===== src/rtl/operand_wait_queue_if.sv =====
// Issue, wakeup-broadcast and dispatch signals of the operand wait queue.
// The queue side uses modport slave; the producer/consumer side uses modport master.
interface operand_wait_queue_if #(
  parameter int DATA = 32,
  parameter int ROB  = 4,
  parameter int INFO = 16,
  parameter int Q    = 3
);
  logic            issue_e_;
  logic            issue_full;
  logic [ROB-1:0]  issue_rob_id;
  logic [INFO-1:0] issue_info;
  logic [DATA-1:0] issue_data1;
  logic            issue_data1_e_;
  logic [ROB-1:0]  issue_tag1;
  logic [DATA-1:0] issue_data2;
  logic            issue_data2_e_;
  logic [ROB-1:0]  issue_tag2;
  logic            wb_e_;
  logic [ROB-1:0]  wb_rob_id;
  logic [DATA-1:0] wb_data;
  logic            commit_e_;
  logic [ROB-1:0]  commit_rob_id;
  logic [DATA-1:0] commit_data;
  logic            exe_e_;
  logic            exe_ready;
  logic [ROB-1:0]  exe_rob_id;
  logic [DATA-1:0] exe_data1;
  logic [DATA-1:0] exe_data2;
  logic [INFO-1:0] exe_info;
  logic [Q-1:0]    occupancy;

  modport master (
    output issue_e_, issue_rob_id, issue_info,
           issue_data1, issue_data1_e_, issue_tag1,
           issue_data2, issue_data2_e_, issue_tag2,
           wb_e_, wb_rob_id, wb_data,
           commit_e_, commit_rob_id, commit_data, exe_ready,
    input  issue_full, exe_e_, exe_rob_id, exe_data1, exe_data2, exe_info, occupancy
  );

  modport slave (
    input  issue_e_, issue_rob_id, issue_info,
           issue_data1, issue_data1_e_, issue_tag1,
           issue_data2, issue_data2_e_, issue_tag2,
           wb_e_, wb_rob_id, wb_data,
           commit_e_, commit_rob_id, commit_data, exe_ready,
    output issue_full, exe_e_, exe_rob_id, exe_data1, exe_data2, exe_info, occupancy
  );
endinterface


===== src/rtl/operand_wait_queue.sv =====
// Shift-compacting issue queue: ops wait on ROB tags, wake from wb/commit broadcasts,
// and the oldest fully-ready op is offered on exe_* (select is combinational from state).
module operand_wait_queue #(
  parameter int DATA      = 32,
  parameter int ROB_DEPTH = 16,
  parameter int Q_DEPTH   = 4,
  parameter int INFO      = 16
) (
  input logic                 clk,
  input logic                 reset_,
  input logic                 flush_,
  operand_wait_queue_if.slave bus
);
  localparam int ROB = $clog2(ROB_DEPTH);
  localparam int Q   = $clog2(Q_DEPTH + 1);
  localparam int IDX = $clog2(Q_DEPTH);

  typedef struct packed {
    logic            rdy;
    logic [ROB-1:0]  tag;
    logic [DATA-1:0] data;
  } src_t;

  typedef struct packed {
    logic            vld;
    logic [ROB-1:0]  rob_id;
    logic [INFO-1:0] info;
    src_t            s1;
    src_t            s2;
  } entry_t;

  entry_t         q     [Q_DEPTH];
  entry_t         q_nxt [Q_DEPTH];
  entry_t         woke  [Q_DEPTH];
  entry_t         new_ent;
  logic [Q-1:0]   occ;
  logic [Q-1:0]   occ_nxt;
  logic [Q-1:0]   wr_pos;
  logic           sel_found;
  logic [IDX-1:0] sel_idx;
  logic           dispatch;
  logic           accept;

  // wb has priority over commit when both carry the awaited tag
  function automatic src_t snoop(input src_t s);
    src_t r;
    r = s;
    if (!s.rdy) begin
      if (!bus.wb_e_ && bus.wb_rob_id == s.tag) begin
        r.rdy  = 1'b1;
        r.data = bus.wb_data;
      end else if (!bus.commit_e_ && bus.commit_rob_id == s.tag) begin
        r.rdy  = 1'b1;
        r.data = bus.commit_data;
      end
    end
    return r;
  endfunction

  always_comb begin
    sel_found = 1'b0;
    sel_idx   = '0;
    for (int i = Q_DEPTH - 1; i >= 0; i--) begin
      if (q[i].vld && q[i].s1.rdy && q[i].s2.rdy) begin
        sel_found = 1'b1;
        sel_idx   = IDX'(i);
      end
    end
  end

  assign bus.issue_full = (occ == Q'(Q_DEPTH));
  assign bus.occupancy  = occ;
  assign accept         = !bus.issue_e_ && !bus.issue_full && flush_;
  assign dispatch       = sel_found && bus.exe_ready && flush_;

  always_comb begin
    bus.exe_e_     = !sel_found;
    bus.exe_rob_id = '0;
    bus.exe_data1  = '0;
    bus.exe_data2  = '0;
    bus.exe_info   = '0;
    if (sel_found) begin
      bus.exe_rob_id = q[sel_idx].rob_id;
      bus.exe_data1  = q[sel_idx].s1.data;
      bus.exe_data2  = q[sel_idx].s2.data;
      bus.exe_info   = q[sel_idx].info;
    end
  end

  always_comb begin
    for (int i = 0; i < Q_DEPTH; i++) begin
      woke[i]    = q[i];
      woke[i].s1 = snoop(q[i].s1);
      woke[i].s2 = snoop(q[i].s2);
    end
    q_nxt = woke;
    // remove the dispatched entry and slide everything younger down one slot
    if (dispatch) begin
      for (int i = 0; i < Q_DEPTH - 1; i++) begin
        if (IDX'(i) >= sel_idx) q_nxt[i] = woke[i + 1];
      end
      q_nxt[Q_DEPTH - 1] = '0;
    end
    new_ent         = '0;
    new_ent.vld     = 1'b1;
    new_ent.rob_id  = bus.issue_rob_id;
    new_ent.info    = bus.issue_info;
    new_ent.s1.rdy  = !bus.issue_data1_e_;
    new_ent.s1.tag  = bus.issue_tag1;
    new_ent.s1.data = bus.issue_data1;
    new_ent.s2.rdy  = !bus.issue_data2_e_;
    new_ent.s2.tag  = bus.issue_tag2;
    new_ent.s2.data = bus.issue_data2;
    new_ent.s1      = snoop(new_ent.s1);
    new_ent.s2      = snoop(new_ent.s2);
    wr_pos  = occ - Q'(dispatch);
    if (accept) q_nxt[wr_pos[IDX-1:0]] = new_ent;
    occ_nxt = occ - Q'(dispatch) + Q'(accept);
    if (!flush_) begin
      for (int i = 0; i < Q_DEPTH; i++) q_nxt[i] = '0;
      occ_nxt = '0;
    end
  end

  always_ff @(posedge clk or negedge reset_) begin
    if (!reset_) begin
      for (int i = 0; i < Q_DEPTH; i++) q[i] <= '0;
      occ <= '0;
    end else begin
      q   <= q_nxt;
      occ <= occ_nxt;
    end
  end

  occ_no_overflow: assert property (@(posedge clk) disable iff (!reset_) occ <= Q'(Q_DEPTH));
  occ_no_underflow: assert property (@(posedge clk) disable iff (!reset_) (occ != '0) || !dispatch);
endmodule


===== src/flat_wrapper.sv =====
// flat-port wrapper written by rule: the top's interface ports become plain ports
module operand_wait_queue_flat 
#(
  parameter int DATA      = 32,
  parameter int ROB_DEPTH = 16,
  parameter int Q_DEPTH   = 4,
  parameter int INFO      = 16
)
  (clk, reset_, flush_, bus_issue_e_, bus_issue_rob_id, bus_issue_info, bus_issue_data1, bus_issue_data1_e_, bus_issue_tag1, bus_issue_data2, bus_issue_data2_e_, bus_issue_tag2, bus_wb_e_, bus_wb_rob_id, bus_wb_data, bus_commit_e_, bus_commit_rob_id, bus_commit_data, bus_exe_ready, bus_issue_full, bus_exe_e_, bus_exe_rob_id, bus_exe_data1, bus_exe_data2, bus_exe_info, bus_occupancy);
  operand_wait_queue_if #(.DATA(DATA), .INFO(INFO)) bus_i ();
  input logic clk;
  input logic reset_;
  input logic flush_;
  input wire logic [$bits(bus_i.issue_e_)-1:0] bus_issue_e_;
  input wire logic [$bits(bus_i.issue_rob_id)-1:0] bus_issue_rob_id;
  input wire logic [$bits(bus_i.issue_info)-1:0] bus_issue_info;
  input wire logic [$bits(bus_i.issue_data1)-1:0] bus_issue_data1;
  input wire logic [$bits(bus_i.issue_data1_e_)-1:0] bus_issue_data1_e_;
  input wire logic [$bits(bus_i.issue_tag1)-1:0] bus_issue_tag1;
  input wire logic [$bits(bus_i.issue_data2)-1:0] bus_issue_data2;
  input wire logic [$bits(bus_i.issue_data2_e_)-1:0] bus_issue_data2_e_;
  input wire logic [$bits(bus_i.issue_tag2)-1:0] bus_issue_tag2;
  input wire logic [$bits(bus_i.wb_e_)-1:0] bus_wb_e_;
  input wire logic [$bits(bus_i.wb_rob_id)-1:0] bus_wb_rob_id;
  input wire logic [$bits(bus_i.wb_data)-1:0] bus_wb_data;
  input wire logic [$bits(bus_i.commit_e_)-1:0] bus_commit_e_;
  input wire logic [$bits(bus_i.commit_rob_id)-1:0] bus_commit_rob_id;
  input wire logic [$bits(bus_i.commit_data)-1:0] bus_commit_data;
  input wire logic [$bits(bus_i.exe_ready)-1:0] bus_exe_ready;
  output wire logic [$bits(bus_i.issue_full)-1:0] bus_issue_full;
  output wire logic [$bits(bus_i.exe_e_)-1:0] bus_exe_e_;
  output wire logic [$bits(bus_i.exe_rob_id)-1:0] bus_exe_rob_id;
  output wire logic [$bits(bus_i.exe_data1)-1:0] bus_exe_data1;
  output wire logic [$bits(bus_i.exe_data2)-1:0] bus_exe_data2;
  output wire logic [$bits(bus_i.exe_info)-1:0] bus_exe_info;
  output wire logic [$bits(bus_i.occupancy)-1:0] bus_occupancy;
  assign bus_i.issue_e_ = bus_issue_e_;
  assign bus_i.issue_rob_id = bus_issue_rob_id;
  assign bus_i.issue_info = bus_issue_info;
  assign bus_i.issue_data1 = bus_issue_data1;
  assign bus_i.issue_data1_e_ = bus_issue_data1_e_;
  assign bus_i.issue_tag1 = bus_issue_tag1;
  assign bus_i.issue_data2 = bus_issue_data2;
  assign bus_i.issue_data2_e_ = bus_issue_data2_e_;
  assign bus_i.issue_tag2 = bus_issue_tag2;
  assign bus_i.wb_e_ = bus_wb_e_;
  assign bus_i.wb_rob_id = bus_wb_rob_id;
  assign bus_i.wb_data = bus_wb_data;
  assign bus_i.commit_e_ = bus_commit_e_;
  assign bus_i.commit_rob_id = bus_commit_rob_id;
  assign bus_i.commit_data = bus_commit_data;
  assign bus_i.exe_ready = bus_exe_ready;
  assign bus_issue_full = bus_i.issue_full;
  assign bus_exe_e_ = bus_i.exe_e_;
  assign bus_exe_rob_id = bus_i.exe_rob_id;
  assign bus_exe_data1 = bus_i.exe_data1;
  assign bus_exe_data2 = bus_i.exe_data2;
  assign bus_exe_info = bus_i.exe_info;
  assign bus_occupancy = bus_i.occupancy;
  operand_wait_queue #(.DATA(DATA), .ROB_DEPTH(ROB_DEPTH), .Q_DEPTH(Q_DEPTH), .INFO(INFO)) u_core (.clk(clk), .reset_(reset_), .flush_(flush_), .bus(bus_i));
endmodule

===== config.mk =====
export PLATFORM = sky130hd
export DESIGN_NAME = operand_wait_queue_flat
export DESIGN_NICKNAME = d
export VERILOG_FILES = /design/src/rtl/operand_wait_queue_if.sv /design/src/rtl/operand_wait_queue.sv /design/src/flat_wrapper.sv
export SDC_FILE = /design/constraint.sdc
export NUM_CORES = 2
export LEC_CHECK = 0
export CAP_MARGIN = 30
export CORE_AREA = 5 5 242 244
export CTS_BUF_LIST = sky130_fd_sc_hd__clkbuf_8
export DETAILED_ROUTE_END_ITERATION = 8
export DIE_AREA = 0 0 247 249
export PLACE_DENSITY = 0.69
export SETUP_SLACK_MARGIN = 0.15
export SLEW_MARGIN = 20
export SYNTH_ARGS = -nofsm -noshare
export SYNTH_HDL_FRONTEND = slang
export SYNTH_SLANG_ARGS = --single-unit

===== constraint.sdc =====
create_clock -name clk -period 4.4 [get_ports clk]
set_input_delay 0.66 -clock clk [delete_from_list [all_inputs] [get_ports clk]]
set_output_delay 0.66 -clock clk [all_outputs]
set_load 0.01 [all_outputs]

# Word-level counts from Yosys, hierarchy flattened
# Cells that the tools add are included.
# totals
reg_bits	383
in_bits	173
out_inout_bits	89
wordCells	193
# op_classes
add_sub_neg	2
order_cmp	6
n_eq_ne	21
mux	85
bitwise_logic	2
reduce_logical	40
# op_table
op	n
2-to-1 mux 380 bit	3
2-to-1 mux 32 bit	32
bitwise mux 380 bit	1
2-to-1 mux 95 bit	4
binary-select mux 95 bit (select 2 bit)	1
demux 95 bit (select 2 bit)	1
2-to-1 mux 94 bit	2
equality test 4 bit	20
2-to-1 mux 1 bit	34
logical AND 1 bit	33
2-to-1 mux 16 bit	1
2-to-1 mux 2 bit	4
zero test 1 bit	7
>= comparator 3 bit (second input constant)	2
inverter 2 -> 3 bit	2
>= comparator 1 x 2 -> 1 bit (first input constant)	2
2-to-1 mux 4 bit	1
adder 3 x 1 -> 3 bit	1
equality test 3 bit (second input constant)	1
less-than comparator 3 x 1 -> 1 bit (second input constant)	1
2-to-1 mux 3 bit	1
subtractor 3 x 1 -> 3 bit	1
>= comparator 2 bit (first input constant)	1

# Longest topological paths before layout
# logic_depth
ltp_word	17
ltp_mapped	17
depth_no_buf	11

# Worst setup path before layout
# Ideal clock, no wire load.
# synth_timing
kind	flip-flop to flip-flop
startpoint	register u_core.q[226] (netlist name)
endpoint	register u_core.q[257] (netlist name)
setup_ps	137
t_arrival_ps	3001
required_ps	4263
setup_slack_ps	1262
stages_incl_launch_ff	18
path_buffers	6
period_less_slack_ps	3138
path_cell_list	dfrtp_1 -> buf_2 -> nand3_1 -> and2_1 -> buf_2 -> and3_1 -> clkbuf_1 -> nor3_1 -> ha_1 -> inv_1 -> nor4_1 -> mux2i_2 -> and3_1 -> buf_2 -> buf_6 -> buf_2 -> o21ai_0 -> o211ai_1
# synth_rtl
element	line	source
from (decl)	operand_wait_queue.sv:32	entry_t q [Q_DEPTH];
from (signal assigned)	operand_wait_queue.sv:130	q <= q_nxt;

# Worst setup path after layout
# layout_timing
startpoint	register u_core.q[168] (netlist name)
endpoint	output port bus_exe_data2[1]
# layout_between
elab_chain_cells	10
word_cells_on_any_way	13
cone_classes	mux: 10; bitwise: 1; reduce/logical: 2
# layout_rtl
element	line	source
logical AND 1 bit * (2 in series)	operand_wait_queue.sv:64	if (q[i].vld && q[i].s1.rdy && q[i].s2.rdy) begin
2-to-1 mux 2 bit (3 in series)	operand_wait_queue.sv:64	
inverter 2 -> 3 bit (implied by the code)	operand_wait_queue.sv:85	bus.exe_data2 = q[sel_idx].s2.data;
binary-select mux 95 bit (select 2 bit)	operand_wait_queue.sv:85	
2-to-1 mux 94 bit (2 in series)	n/a	
2-to-1 mux 32 bit *	operand_wait_queue.sv:82	if (sel_found) begin
to (decl)	flat_wrapper.sv:34	output wire logic [$bits(bus_i.exe_data2)-1:0] bus_exe_data2;
# Mark *: on every way between the ends. The rest lies on a longest branch, timed or not. The select of a mux whose other input is x is not followed.

==> metrics.md <==
| Metric | Value |
|---|---|
| Max_slew headroom | 30.90% |
| Worst slew pin tran | approximately 1.0 ns |
| Post-route cell area | 0.03238 mm^2 |
| Die width | about 250 um |
| Clock power frac | between 30 and 40% |
| Critical path arrival | roughly 3.5 ns |
| Cells on worst reg2reg path | 12 |
| Ys flop type | dfrtp_1 |
| Initial antenna violation count | 6 |
| CP max stage delay | ~0.65 ns |
| Peak VDD IR | ~260 uV |
| Tcrit/Tclk final | 95.01% |
| CTS clk-pin slew, worst paths | roughly 0.060 ns |
| Number of port buffers | approximately 260 |
| Number of global-route vias before repair | a little over 30,000 |
| Post-synthesis sequential area ratio | a little over a third |
| CTS buffer count | between 70 and 80 |
| Clock tree buffer depth | 3 |
| Crit path launch type | flop |
| Post-synthesis register bit count | roughly 380 |
| WL per Instance | between 30 and 40 um |
| Fin Setup TNS | 0 ns |
| Detailed Route WL | about 130 mm |
| Worst Path Max Fanout | 67 |
| Layout cell share with drive strength beyond 1 | a little over a tenth |
| H-tree levels | 3 |
| Slew Viols, Final | 0 |
| Largest net degree at the start of global routing | between 90 and 100 |
| Mapped Area | between 0.02 and 0.03 mm^2 |
| Global-route wire length before repair | approximately 200 mm |
| Vias | 31,200 |
| Detail Route Antenna Nets | 0 |
| Max-cap violations | 0 |
| CTS tree | built |
| Remaining DRCs | 1 |
| Clk_skew | about 0.034 ns |
| Net Count, Synth | approximately 3,400 |
| WS Path Type | flop to output port |
| Row cnt | between 80 and 90 |
| Status | finished with violations |
| Fin nets | 3,417 |
| Post-synth EDFFs | 0 |
| Worst hold path type | input pin to async pin |
| Setup violations, final | 0 |
| Placed cells | around 3,900 |
| Detailed Routing Iterations Pass 1 | 9 |
| Syn_area_per_cell | roughly 8.7 um^2 |
| P_leak | roughly 13 nW |
| Syn Inst Count | roughly 3,200 |
| DRT iter0 DRCs | ~5,400 |
| Fmax | about 240 MHz |
| Core ar. | 0.05606 mm^2 |
| Psw | around 3.2 mW |
| Int Pwr | 6.416 mW |
| GR Overflow Total | 0 |
| Combinational power share | approximately 21% |
| CTS root buf | clkbuf_8 |
| Required time of the worst setup path | roughly 3.7 ns |
| Synth area leaders | dfrtp_1 (35%), mux2i_1 (7.2%), o221ai_1 (4.8%), nand2_1 (4.6%), a311oi_1 (3.5%) |
| Failing checks | design-rule violations, negative hold slack |
| I/O pin total | 262 |
| Leading cell type in the layout, fill and taps excluded | dfrtp_1 |
| Worst-path cell chain | nand3_2 -> nand2b_1 -> nand2_1 -> nand2_4 -> buf_16 -> mux2i_1 -> o22ai_1 -> clkdlybuf4s50_1 |
| Final HPWL DP | slightly above 80 mm |
| Drt via density | 7.693 |
| RSZ-0062 raised after global routing | false |
| Netlist cell types | 86 |
| Pwr dens | about 300 mW/mm^2 |
| DIE AREA | around 0.062 mm^2 |
| Die H | ~250 um |
| Area leader, netlist | dfrtp_1 |
| Layout Utilization | 57.77% |
| Clock sink count | 383 |
| Seq pwr share | between 30% and 40% |
| Final Hold Viols | 6 |
| Sw Ratio | about a third |
| GRT Overall Usage | approximately two fifths |
| Placement Setup Slack | roughly 0.75 ns |
| Fin crit period | ~4.2 ns |
| Crit. End Element | output port |
| GP Congestion | about 0.99 |
| Yosys top cell area share | 34.67% |
| Starting density of the core | about 50% |
| Commonest cells after routing, fill and taps aside | dfrtp_1 (383), nand2_1 (334), clkdlybuf4s50_1 (259), nor2_1 (212), mux2i_1 (199) |
| Number of warnings issued by yosys | 0 |
| Power Total | ~9.6 mW |
| P&R area growth vs syn | 17.15% |
| Fraction of registers with async set/reset | 100.0% |
| Final setup margin | around 0.22 ns |
| Layout Cells excl Fill | 4,056 |
| WHS | -0.02766 ns |
| Worst skew pair latency | about 0.7 ns |
| Slowest cell on crit path | clkdlybuf4s50_1 |
| Placed cell area | 0.03081 mm^2 |
## sequential cells by signal, indices dropped and copies added (netlist names)
| register | flops |
|---|---|
| u_core.bus.occupancy | 3 |
| u_core.q | 380 |
## worst max-delay path, delay by kind of cell, from the launching register on
kind / cells / cell delay [ns]
compound gates: 1 / 0.45
buf+inv: 2 / 1.07
flops: 1 / 0.48
mux: 1 / 0.16
simple gates: 4 / 0.60
## cell families (layout without fill, tap and decap cells)
group                    Yosys count  in the layout  synth area share (%)
AO/OA/AOI/OAI                   1094           1094                 31.95
AND/OR/NAND/NOR                  959            959                 16.37
buffers and inverters            473            592                 7.419
flip-flops                       383            383                 34.67
multiplexers                     201            201                 7.337
XOR/XNOR                          65             65                 2.114
adder cells (fa/ha/maj)            3              3                0.1358
other                              0              3                     0
## synth_stat cells, types with 9 or more instances
cell type / number
nor3b_1: 33
nand2b_1: 33
a22oi_1: 21
nor2_1: 216
buf_6: 10
a221o_1: 42
a211oi_1: 44
a221oi_2: 30
nand4_1: 39
a21oi_1: 54
o32ai_1: 33
o211ai_1: 30
buf_2: 100
o21ai_0: 102
clkbuf_1: 254
a311oi_1: 111
o22ai_2: 30
o221ai_1: 153
o221a_2: 9
a31oi_1: 100
and2_1: 67
nor2b_1: 12
inv_1: 81
a211o_1: 64
xor2_1: 27
buf_1: 16
nand2_1: 338
a221oi_1: 57
dfrtp_1: 383
nor3_1: 172
mux2i_1: 199
o211a_1: 24
xnor2_1: 36
o22ai_1: 123
o22a_1: 32
## path summary, 6_finish.rpt
path / startpoint / end / slack, ns
max in group asynchronous: reset_ / u_core.q[79]$_DFF_PN0_ / 3.35
worst max-delay path: u_core.q[168]$_DFF_PN0_ / bus_exe_data2[1] / 0.22
worst min-delay path: reset_ / u_core.q[105]$_DFF_PN0_ / -0.03
worst min register to register: u_core.q[76]$_DFF_PN0_ / u_core.q[76]$_DFF_PN0_ / 0.55
min in group clk: u_core.q[76]$_DFF_PN0_ / u_core.q[76]$_DFF_PN0_ / 0.55
worst max register to register: u_core.q[321]$_DFF_PN0_ / u_core.q[14]$_DFF_PN0_ / 0.70
## cell type report
class,instances,area [um^2]
diodes,3,7.507
clock buffers,94,1294
clock inverters,40,236.5
fillers,4968,23680
inverters,83,316.6
multi-input cells,2322,16230
flip-flops and latches,383,9584
well taps,756,945.9
repair buffers,375,3767
## metal layers
layer / wire length, um / track usage (%)
met3: 18200 / 11.43
met4: 13840 / 32.52
met5: 23 / 0
met2: 56460 / 60.94
met1: 45940 / 51.77
## power by group through the flow
stage / clock [mW] / sequential (mW) / combinational [mW]
6_report: 3.80 / 3.85 / 1.98
5_1_grt: 3.95 / 3.86 / 2.04
4_1_cts: 3.78 / 3.84 / 1.88
3_5_place_dp: 0 / 3.90 / 1.87
3_3_place_gp: 0 / 3.89 / 1.84
2_1_floorplan: 0 / 3.86 / 1.10
## repair_timing
action | 4_1_cts | 5_1_grt
resized for setup | 0 | 3
endpoints found under the hold margin | 0 | 0
buffers inserted | 0 | 0
endpoints found under the setup margin | 0 | 36
hold buffers | 0 | 0
Note: power is estimated with default switching activity, not from simulation.
